### config.mk
export PLATFORM = sky130hd
export DESIGN_NAME = serial_subtractor_ctrl
export DESIGN_NICKNAME = d
export VERILOG_FILES = /design/src/rtl/serial_subtractor_ctrl.sv
export SDC_FILE = /design/constraint.sdc
export NUM_CORES = 1
export LEC_CHECK = 0
export CAP_MARGIN = 20
export CORE_MARGIN = 2
export CORE_UTILIZATION = 35
export DETAILED_ROUTE_END_ITERATION = 8
export GPL_TIMING_DRIVEN = 0
export PLACE_DENSITY_LB_ADDON = 0.25
export SLEW_MARGIN = 25
export SYNTH_ARGS = -nofsm -noshare
export SYNTH_HDL_FRONTEND = slang
export SYNTH_SLANG_ARGS = --single-unit
### constraint.sdc
create_clock -name i_clk -period 2.3 [get_ports i_clk]
set_clock_uncertainty 0.15 [all_clocks]
set_input_delay 0.46 -clock i_clk [delete_from_list [all_inputs] [get_ports i_clk]]
set_output_delay 0.46 -clock i_clk [all_outputs]
set_load 0.03 [all_outputs]
### src/rtl/serial_subtractor_ctrl.sv
// serial_subtractor_ctrl
//   Bit-serial unsigned subtractor. A single full-subtract cell (two half-subtract
//   stages plus borrow merge) is reused once per clock. Operands are processed
//   LSB-first, and the borrow is carried between cycles in a flop.
//
//   Optional feature: define SERIAL_SUB_ZERO_FLAG_EN to add the o_zero output.
//   o_zero is a registered "result is all zeros" flag.
//
// Ports
//   i_clk, i_rst_n  clock, asynchronous active-low reset
//   i_start         request; sampled only while o_ready=1
//   i_a, i_b        minuend / subtrahend, captured on the accept edge
//   i_ack           consumer takes the result; sampled only while o_valid=1
//   o_ready         idle, a request can be accepted
//   o_valid         o_diff/o_borrow hold a completed result
//   o_diff          (i_a - i_b) mod 2^WIDTH
//   o_borrow        1 iff i_a < i_b
//   o_zero          (optional) 1 iff the last result is zero
module serial_subtractor_ctrl #(
    parameter int unsigned WIDTH = 8
) (
    input  logic             i_clk,
    input  logic             i_rst_n,
    input  logic             i_start,
    input  logic [WIDTH-1:0] i_a,
    input  logic [WIDTH-1:0] i_b,
    input  logic             i_ack,
    output logic             o_ready,
    output logic             o_valid,
    output logic [WIDTH-1:0] o_diff,
    output logic             o_borrow
`ifdef SERIAL_SUB_ZERO_FLAG_EN
    ,
    output logic             o_zero
`endif
);

    localparam int unsigned CNT_W = $clog2(WIDTH);
    localparam logic [CNT_W-1:0] LAST_BIT = CNT_W'(WIDTH - 1);

    typedef enum logic [1:0] {
        IDLE = 2'd0,
        RUN  = 2'd1,
        DONE = 2'd2
    } state_t;

    state_t           state_q, state_d;
    logic             ready_q, ready_d;
    logic             valid_q, valid_d;
    logic [WIDTH-1:0] a_q, a_d;
    logic [WIDTH-1:0] b_q, b_d;
    // Holds result bits 0..WIDTH-2. The top bit comes straight from the cell on the last edge.
    logic [WIDTH-2:0] res_q, res_d;
    logic             bin_q, bin_d;
    logic [CNT_W-1:0] cnt_q, cnt_d;
    logic [WIDTH-1:0] diff_q, diff_d;
    logic             borrow_q, borrow_d;
`ifdef SERIAL_SUB_ZERO_FLAG_EN
    logic             zero_q, zero_d;
`endif

    // Full-subtract cell: two half-subtract stages plus borrow merge.
    logic             a_k, b_k;
    logic             hd1, hb1, hb2;
    logic             d_k, bout;
    logic [WIDTH-1:0] shifted;

    always_comb begin
        a_k     = a_q[0];
        b_k     = b_q[0];
        hd1     = a_k ^ b_k;
        hb1     = ~a_k & b_k;
        d_k     = hd1 ^ bin_q;
        hb2     = ~hd1 & bin_q;
        bout    = hb1 | hb2;
        shifted = {d_k, res_q};
    end

    // Next-state and next-output logic.
    always_comb begin
        state_d  = state_q;
        ready_d  = ready_q;
        valid_d  = valid_q;
        a_d      = a_q;
        b_d      = b_q;
        res_d    = res_q;
        bin_d    = bin_q;
        cnt_d    = cnt_q;
        diff_d   = diff_q;
        borrow_d = borrow_q;
`ifdef SERIAL_SUB_ZERO_FLAG_EN
        zero_d   = zero_q;
`endif
        case (state_q)
            IDLE: begin
                if (i_start) begin
                    a_d     = i_a;
                    b_d     = i_b;
                    bin_d   = 1'b0;
                    cnt_d   = '0;
                    ready_d = 1'b0;
                    state_d = RUN;
                end
            end
            RUN: begin
                a_d   = a_q >> 1;
                b_d   = b_q >> 1;
                res_d = shifted[WIDTH-1:1];
                bin_d = bout;
                if (cnt_q == LAST_BIT) begin
                    // Counter holds at its last value; it is cleared on the next accept.
                    diff_d   = shifted;
                    borrow_d = bout;
`ifdef SERIAL_SUB_ZERO_FLAG_EN
                    zero_d   = ~|shifted;
`endif
                    valid_d  = 1'b1;
                    state_d  = DONE;
                end else begin
                    cnt_d = cnt_q + CNT_W'(1);
                end
            end
            DONE: begin
                if (i_ack) begin
                    valid_d = 1'b0;
                    ready_d = 1'b1;
                    state_d = IDLE;
                end
            end
            default: begin
                valid_d = 1'b0;
                ready_d = 1'b1;
                state_d = IDLE;
            end
        endcase
    end

    // State and output registers.
    always_ff @(posedge i_clk or negedge i_rst_n) begin
        if (!i_rst_n) begin
            state_q  <= IDLE;
            ready_q  <= 1'b1;
            valid_q  <= 1'b0;
            a_q      <= '0;
            b_q      <= '0;
            res_q    <= '0;
            bin_q    <= 1'b0;
            cnt_q    <= '0;
            diff_q   <= '0;
            borrow_q <= 1'b0;
`ifdef SERIAL_SUB_ZERO_FLAG_EN
            zero_q   <= 1'b0;
`endif
        end else begin
            state_q  <= state_d;
            ready_q  <= ready_d;
            valid_q  <= valid_d;
            a_q      <= a_d;
            b_q      <= b_d;
            res_q    <= res_d;
            bin_q    <= bin_d;
            cnt_q    <= cnt_d;
            diff_q   <= diff_d;
            borrow_q <= borrow_d;
`ifdef SERIAL_SUB_ZERO_FLAG_EN
            zero_q   <= zero_d;
`endif
        end
    end

    assign o_ready  = ready_q;
    assign o_valid  = valid_q;
    assign o_diff   = diff_q;
    assign o_borrow = borrow_q;
`ifdef SERIAL_SUB_ZERO_FLAG_EN
    assign o_zero   = zero_q;
`endif

endmodule

# --- After elaboration in Yosys (flattened, before gate mapping) ---
# Cells that the tools add are included.
# Widths: inputs -> output; s select.
totals:
  regBits: 40
  input_bits: 20
  out_inout_bits: 11
op_classes:
  addsub: 1
  n_eq_ne: 7
  muxes: 18
  bitwise: 9
  reduce_logical: 8
ops:
  columns: ["cell", "count"]
  rows:
  - ["$pmux 8 s2", 2]
  - ["$mux 8", 2]
  - ["$reduce_and 3->1", 4]
  - ["$ne 2x2->1 const B", 4]
  - ["$mux 2", 3]
  - ["$mux 3", 2]
  - ["$pmux 1 s3", 2]
  - ["$pmux 2 s3", 1]
  - ["$pmux 3 s2", 1]
  - ["$mux 1", 4]
  - ["$not 1->1", 4]
  - ["$reduce_and 2->1", 2]
  - ["$add 3x1->3 const B", 1]
  - ["$eq 3x3->1 const B", 1]
  - ["$and 1x1->1", 2]
  - ["$eq 2x1->1 const B", 1]
  - ["$eq 2x2->1 const B", 1]
  - ["$logic_not 2->1", 1]
  - ["$pmux 1 s2", 1]
  - ["$reduce_bool 2->1", 1]
  - ["$xor 1x1->1", 2]
  - ["$or 1x1->1", 1]

# --- Longest topological paths before layout ---
depth:
  ltp_word: 5
  mapped_depth: 7

# --- Least setup slack after synthesis ---
# OpenSTA, ideal clock, no wires.
synth_timing:
  path_kind: "reg-to-reg"
  start: "register cnt_q[0]"
  end: "register diff_q[1], in the netlist o_diff[1]"
  t_arrival_ps: 1464
  required_time_ps: 2025
  path_slack_ps: 561
  path_stages_with_launch: 7
  path_buffers: 2
  synth_period_minus_slack_ps: 1739
  cell_sequence: "dfrtp_1 -> ha_1 -> ha_1 -> clkbuf_2 -> nand3b_1 -> buf_6 -> mux2_4"
synth_via:
  elab_chain_len: 2
synth_rtl:
  columns: ["item", "line", "source"]
  rows:
  - ["from (decl)", "55", "logic [CNT_W-1:0] cnt_q, cnt_d;"]
  - ["from (signal assigned)", "162", "cnt_q <= cnt_d;"]
  - ["$eq 3x3->1", "110", "if (cnt_q == LAST_BIT) begin"]
  - ["$reduce_and 2->1 (no line)", null, null]
  - ["to (signal assigned)", "163", "diff_q <= diff_d;"]
  - ["to (decl)", "56", "logic [WIDTH-1:0] diff_q, diff_d;"]
# No other way between the ends.
# A chain may end at the register's enable or synchronous reset.

# --- Final worst setup path ---
layout_timing:
  start: "register ready_q, in the netlist o_ready"
  end: "output o_ready"
layout_rtl:
  columns: ["item", "line", "source"]
  rows:
  - ["from (decl)", "48", "logic ready_q, ready_d;"]
  - ["from (signal assigned)", "156", "ready_q <= ready_d;"]
  - ["to (decl)", "28", "output logic o_ready,"]
# No word-level cell between the ends.

==> impl_metrics.sql <==
INSERT INTO impl_metrics (metric_group, metric, value, unit) VALUES
('job', 'cap_violations', '0', ''),
('critical_path', 'critical-path-max-stage-delay', '0.67', 'ns'),
('die', 'starting_density', '36.8', '%'),
('power', 'cellLeakagePower', '0.979', 'nW'),
('critical_path', 'critical_path_required', '1.69', 'ns'),
('finish', 'final_layout_size_suffix_gt1_share', '20.2', '%'),
('critical_path', 'critPathBufInv', '1', ''),
('status', 'run_status', 'completed', ''),
('sta', 'fin_crit_sh', '91.8', '%'),
('clocking', 'root_buffer_cell', 'sky130_fd_sc_hd__clkbuf_8', ''),
('critical_path', 'setup.worst_path.class', 'flop to output port', ''),
('die', 'die_height', '74.9', 'um'),
('route', 'route.final.wire_length', '3.64', 'mm'),
('placed_design', 'hpwl', '2.63', 'mm'),
('critical_path', 'worstSetupStartpointType', 'flop', ''),
('placed_design', 'detailedPlace.worstSlack', '0.200', 'ns'),
('clocking', 'path_clk_slew', '0.07', 'ns'),
('route', 'antenna_violating_nets_post_route', '0', ''),
('route', 'detailroute.via_count', '1294', ''),
('clocking', 'cts_repair_resize_count', '0', ''),
('synthesis', 'synthesis.area', '1760', 'sq um'),
('clocking', 'clockBufferDepth', '2', ''),
('grt', 'grt_first_pass_wirelength', '5.88', 'mm'),
('sta', 'final-setup-viol-count', '0', ''),
('route', 'drc_violations', '0', ''),
('sta', 'drv_slew', '0', ''),
('clocking', 'tritoncts', 'done', ''),
('sta', 'finalWorstPathRequiredPeriod', '2.11', 'ns'),
('die', 'placement_rows', '25', ''),
('critical_path', 'worstPathArrival', '1.50', 'ns'),
('synthesis', 'synth-seq-cells', '40', ''),
('sta', 'fin_hold_ws', '0.0197', 'ns'),
('grt', 'top_usage_layer', 'met2', ''),
('placed_design', 'gpl.final_weighted_congestion', '0.737', ''),
('sta', 'worst_slew_pin_slew', '0.593', 'ns'),
('clocking', 'cts_buffers', '5', ''),
('power', 'max-vdd-ir-drop', '0.650', 'mV'),
('finish', 'antennaDiodeCount', '0', ''),
('die', 'design.portCount', '31', ''),
('die', 'die_w', '74.9', 'um'),
('sta', 'timing_hold_violations_final', '0', ''),
('critical_path', 'timing.critical_path.slowest_stage_cell', 'sky130_fd_sc_hd__clkdlybuf4s50_1', ''),
('power', 'sum_of_internal_switching_and_leakage_power', '0.00305', 'W'),
('power', 'cellPowerDensity', '1350', 'nW/um^2'),
('synthesis', 'post_synth_inst_count', '145', ''),
('clocking', 'cts.htree.levels', '2', ''),
('synthesis', 'sequential_area_share_after_synthesis', '57.0', '%'),
('placed_design', 'io_buffer_count', '30', ''),
('synthesis', 'number_of_distinct_library_cells_after_synthesis', '29', ''),
('clocking', 'worst_skew_pair_later_pin_latency', '0.29', 'ns'),
('grt', 'number_of_global_route_vias_before_repair', '1272', ''),
('finish', 'postLayoutCellArea', '2260', 'sq um'),
('die', 'core_area', '4790', 'sq um'),
('sta', 'timing.final.ws_setup', '0.188', 'ns'),
('critical_path', 'crit_path_cell_trace', 'clkdlybuf4s50_1', ''),
('critical_path', 'worst_setup_path_end_kind', 'output port', ''),
('grt', 'grt_antenna_before_repair', '0', ''),
('grt', 'grtUsageMet2', '23.7', '%'),
('synthesis', 'synth_area_per_cell', '12.1', 'sq um'),
('placed_design', 'placed_cell_area', '2170', 'sq um'),
('sta', 'rsz0062_at_grt', 'no', ''),
('route', 'firstDrtPassIters', '4', ''),
('die', 'die_area', '5610', 'sq um'),
('clocking', 'hold_fix_buffers_at_cts', '0', ''),
('finish', 'nets', '206', ''),
('sta', 'timing.max_slew.rel_slack', '60.5', '%'),
('critical_path', 'path_max_fanout', '3', ''),
('sta', 'f_max', '474', 'MHz'),
('grt', 'total_grt_overflow', '0', ''),
('grt', 'use_met3', '4.82', '%'),
('finish', 'flow.area_growth_from_synthesis', '28.6', '%'),
('route', 'wl_per_cell', '14.6', 'um'),
('clocking', 'numClockSinks', '40', ''),
('critical_path', 'cpLargestDelayFamily', 'buffers and inverters', ''),
('grt', 'gr-usage-all-layers', '14.2', '%'),
('route', 'via_to_cell_ratio', '5.18', ''),
('hold_path', 'hold_class', 'primary input to asynchronous set/reset pin', ''),
('grt', 'pin_count_of_the_biggest_net_entering_global_routing', '25', ''),
('synthesis', 'yosys_warnings', '0', ''),
('synthesis', 'mappedNetlistNets', '168', ''),
('clocking', 'post-cts-setup-buffers', '0', ''),
('route', 'drtIter0Drc', '29', ''),
('grt', 'global_route.usage.met1', '17.3', '%');
==> sequential cells by signal (all words and copies together), names as in the netlist <==
register	cells
a_q	8
o_diff	8
o_borrow	1
b_q	8
bin_q	1
res_q	7
cnt_q	3
state_q	2
o_valid	1
o_ready	1
==> logic make-up after synthesis <==
kind of cell | count (synthesis) | synth area share (%)
DFF | 40 | 57.0
buffers and inverters | 16 | 5.33
muxes | 15 | 11.1
adders and majority gates | 3 | 2.56
AOI/OAI and AO/OA | 52 | 18.6
and+or+nand+nor | 19 | 5.41
==> layout make-up <==
class,instances,area (sq um)
Timing Repair Buffer,31,323
Fill cell,437,2520
Tap cell,67,83.8
Clock buffer,7,96.3
Multi-Input combinational cell,89,663
Buffer,11,75.1
Sequential cell,40,1000
Inverter,5,18.8
==> worst reg2reg max path, stage by stage (launching register included) <==
cell and delay [ns]:
sky130_fd_sc_hd__dfrtp_1 0.42, sky130_fd_sc_hd__ha_1 0.22, sky130_fd_sc_hd__ha_1 0.17, sky130_fd_sc_hd__clkbuf_2 0.16
sky130_fd_sc_hd__nand3b_1 0.15, sky130_fd_sc_hd__buf_6 0.19, sky130_fd_sc_hd__mux2_4 0.31
==> per-layer routing <==
| layer | part of all wire (%) | wire (um) |
|---|---|---|
| met1 | 44 | 1590 |
| met2 | 50 | 1820 |
| met3 | 4.6 | 168 |
| met4 | 1.8 | 65 |
| met5 | 0 | 0 |
==> metrics by stage <==
stage | std cells | util, % | setup TNS, ns
2_1_floorplan | 145 | - | 0
3_3_place_gp | 242 | 44.8 | -11.85
3_5_place_dp | 243 | 45.3 | 0
4_1_cts | 250 | 47.3 | 0
5_1_grt | 250 | 47.3 | 0
6_report | 250 | 47.3 | 0
==> synth_stat cells <==
cell type	number	area, sq um
sky130_fd_sc_hd__buf_6	3	33.8
sky130_fd_sc_hd__ha_1	2	25.0
sky130_fd_sc_hd__nand2b_1	4	25.0
sky130_fd_sc_hd__buf_2	5	25.0
sky130_fd_sc_hd__o31ai_1	2	15.0
sky130_fd_sc_hd__a21oi_1	11	55.1
sky130_fd_sc_hd__inv_2	1	3.75
sky130_fd_sc_hd__o21bai_1	1	7.51
sky130_fd_sc_hd__mux2_4	7	105
sky130_fd_sc_hd__clkbuf_2	1	5.00
sky130_fd_sc_hd__inv_1	4	15.0
sky130_fd_sc_hd__nor2_1	4	15.0
sky130_fd_sc_hd__dfstp_2	1	26.3
sky130_fd_sc_hd__mux2_2	7	78.8
sky130_fd_sc_hd__mux2_1	1	11.3
sky130_fd_sc_hd__o22ai_1	21	131
sky130_fd_sc_hd__buf_4	1	7.51
sky130_fd_sc_hd__a2bb2oi_1	6	52.6
sky130_fd_sc_hd__nand2_1	7	26.3
sky130_fd_sc_hd__o221a_2	1	11.3
sky130_fd_sc_hd__a22oi_1	2	15.0
sky130_fd_sc_hd__dfrtp_1	39	976
sky130_fd_sc_hd__clkbuf_1	1	3.75
sky130_fd_sc_hd__o21ai_0	8	40.0
sky130_fd_sc_hd__or4b_1	1	10.0
sky130_fd_sc_hd__nor3_1	1	5.00
sky130_fd_sc_hd__nor2_2	1	6.26
sky130_fd_sc_hd__fa_1	1	20.0
sky130_fd_sc_hd__nand3b_1	1	7.51
==> report_power, final <==
part	total, W	switching, W	internal (W)
Sequential	0.00125	0.000212	0.00103
Clock	0.000492	0.000225	0.000267
Combinational	0.00131	0.000630	0.000680
Total	0.00305	0.00107	0.00198
==> final timing paths <==
| path | start | endpoint | slack [ns] | cells after the start |
|---|---|---|---|---|
| worst max-delay path | o_ready$_DFFE_PN1P_ | o_ready | 0.19 | 1 |
| worst min-delay path | i_rst_n | o_diff[5]$_DFFE_PN0P_ | 0.02 | 1 |
| worst max register to register | cnt_q[0]$_DFFE_PN0P_ | o_diff[1]$_DFFE_PN0P_ | 0.42 | 6 |
| worst min register to register | o_borrow$_DFFE_PN0P_ | o_borrow$_DFFE_PN0P_ | 0.35 | 2 |
| max in group asynchronous | i_rst_n | b_q[3]$_DFFE_PN0P_ | 1.48 | 2 |
| min in group i_clk | o_borrow$_DFFE_PN0P_ | o_borrow$_DFFE_PN0P_ | 0.35 | 2 |
==> placed cells by master (no fill, tap or decap), types with 7 or more instances in the layout <==
cell type	count
sky130_fd_sc_hd__clkdlybuf4s50_1	29
sky130_fd_sc_hd__nand2_1	7
sky130_fd_sc_hd__a21oi_1	11
sky130_fd_sc_hd__mux2_4	7
sky130_fd_sc_hd__dfrtp_1	39
sky130_fd_sc_hd__o22ai_1	21
sky130_fd_sc_hd__mux2_2	7
sky130_fd_sc_hd__o21ai_0	8
sky130_fd_sc_hd__clkbuf_8	7
Note: power is estimated with default switching activity, not from simulation.
==> patch, RTL diff (same flow settings) <==
Change the parameter `WIDTH` from 8 to 16.
--- a/src/rtl/serial_subtractor_ctrl.sv
+++ b/src/rtl/serial_subtractor_ctrl.sv
@@ -17,7 +17,7 @@
 //   o_borrow        1 iff i_a < i_b
 //   o_zero          (optional) 1 iff the last result is zero
 module serial_subtractor_ctrl #(
-    parameter int unsigned WIDTH = 8
+    parameter int unsigned WIDTH = 16
 ) (
     input  logic             i_clk,
     input  logic             i_rst_n,
Interface: changed (resized i_a, i_b and o_diff); port bits go from 31 to 55. The function was not compared with the original's and may differ.
==> patch against the original RTL <==
  * Clock power increased by 96%
  * Setup slack got worse by 0.071 ns
  * Critical path type unchanged
  * Power up 92%
  * Design area is 81% higher
  * Wire length increased by 78%
  * Core utilization shrank 0.82 points
  * Synthesized area increased by 82%
  * Sequential cell count increased by 33
  * Fmax is 3.2% lower
  * Sequential power up 80%
  * Register-to-register slack got worse by 0.07 ns
==> patch: results (changes against the original RTL) <==
[status]
outcome=finished clean  ; unchanged

[cts]
insertion_delay_ns=0.35  ; was 0.29 ns
cts_setup_buffers=0  ; unchanged
clk_pin_slew_worst_paths_ns=0.09  ; was 0.07 ns
cts-buffers-inserted=9  ; was 5
h-tree-depth=3  ; was 2

[synth]
seq_area_frac_synth=0.5709  ; was 0.5697
yosys.cell_types.count=34  ; was 29
synth_area_leaders=dfrtp_1 (56%), mux2i_1 (9.7%), nand2_1 (9.4%)  ; was dfrtp_1 (55%), o22ai_1 (7.5%), mux2_4 (6.0%)
synth_commonest_cells=nand2_1 (80), dfrtp_1 (72), mux2i_1 (31), o21ai_1 (29)  ; was dfrtp_1 (39), o22ai_1 (21), a21oi_1 (11), o21ai_0 (8)
synth_compound_area_frac=0.08167  ; was 0.1863
synth_nets=327  ; was 168
muxShareOfSynthArea=0.1532  ; was 0.1110

[worst_setup_path]
r2r_setup_slack_ns=0.35  ; was 0.42 ns
arrival_ns=1.57  ; was 1.50 ns
r2r-end=o_diff[13]  ; was o_diff[1]
rr_worst_depth=5  ; was 6

[detailed_routing]
vias=2242  ; was 1294
drt_iter0_drc=87  ; was 29
wirelength_mm=6.478  ; was 3.638 mm
wl_met2_mm=2.995  ; was 1.817 mm
drt-met1-wl_mm=3.125  ; was 1.587 mm
route.met3.wl_um=291  ; was 168 um

[place]
numPortBuffers=54  ; was 30
place_area_um2=3895  ; was 2166 um2
dp_hpwl_mm=4.576  ; was 2.632 mm
finalWeightedCongestion=0.7146  ; was 0.7368

[min_path]
min_path_type=flip-flop to flip-flop  ; was input pin to asynchronous set/reset pin
min_path_cells=2

[sta]
tightest_slew_ns=0.4906  ; was 0.5932 ns

[layout]
finalNetCount=394  ; was 206
drive_gt1_frac=0.1163  ; was 0.2022

[pwr]
p_leak_nw=1.964  ; was 0.9789 nW
ir_drop_mv=0.4913  ; was 0.6497 mV

[global_route]
met3_usage=0.03795  ; was 0.04819
grt_max_degree=38  ; was 25
grt_use_total=0.1425  ; was 0.1418
met2_usage=0.2245  ; was 0.2368
grtUsageMet1=0.1915  ; was 0.1726

## patch: cell count changes after synthesis, sizes merged, moves of 5 or more
cell	delta
a2bb2oi	-6
dfrtp	+33
nand2	+73
o21ai	+27
a21oi	-5
o22ai	-21
mux2i	+31
## patch: worst max-delay path by stage
stage	start	endpoint	slack (ns)	cells after the start
detailed placement	i_start	a_q[2]	0.1	5
finish	o_ready	o_ready	0.12	1
global route	o_ready	o_ready	0.07	1
CTS	o_ready	o_ready	0.1	1
global placement	i_rst_n	state_q[1]	-1.99	1
floorplan	cnt_q[0]	o_diff[10]	0.61	5
## patch: kinds of logic (layout without fill, tap and decap cells)
kind of cell	after synthesis	count (layout)
AOI/OAI and AO/OA	48	48
DFF	73	73
buffers and inverters	22	94
adders and majority gates	2	2
and+or+nand+nor	97	97
muxes	47	47
## patch: what timing repair did
item | in CTS | in global routing
setup endpoints to repair | 0 | 0
hold buffers | 1 | 0
endpoints found under the hold margin | 36 | 0
## patch: metrics by stage
stage	instances	setup WS, ns	utilization	hold WS (ns)
2_1_floorplan	289	0.6125	-	0.01441
3_3_place_gp	451	-1.986	0.4403	0.3145
3_5_place_dp	452	0.09810	0.4423	0.3067
4_1_cts	469	0.09768	0.4645	0.3341
5_1_grt	469	0.07135	0.4645	0.3570
6_report	469	0.1174	0.4645	0.3287
## patch: area by class of cell
type / count / area, um2
clock buffer: 9 / 123.9
sequential: 73 / 1828
inverter: 5 / 18.77
fill: 844 / 4716
multi-input combinational: 194 / 1202
clock inverter: 7 / 61.31
tap: 108 / 135.1
timing repair buffer: 56 / 568.0
buffer: 17 / 152.6
## patch: power breakdown
| part | switching, mW | internal [mW] | total [mW] |
|---|---|---|---|
| combinational | 1.39 | 1.24 | 2.63 |
| sequential | 0.368 | 1.88 | 2.25 |
| clock | 0.551 | 0.412 | 0.963 |
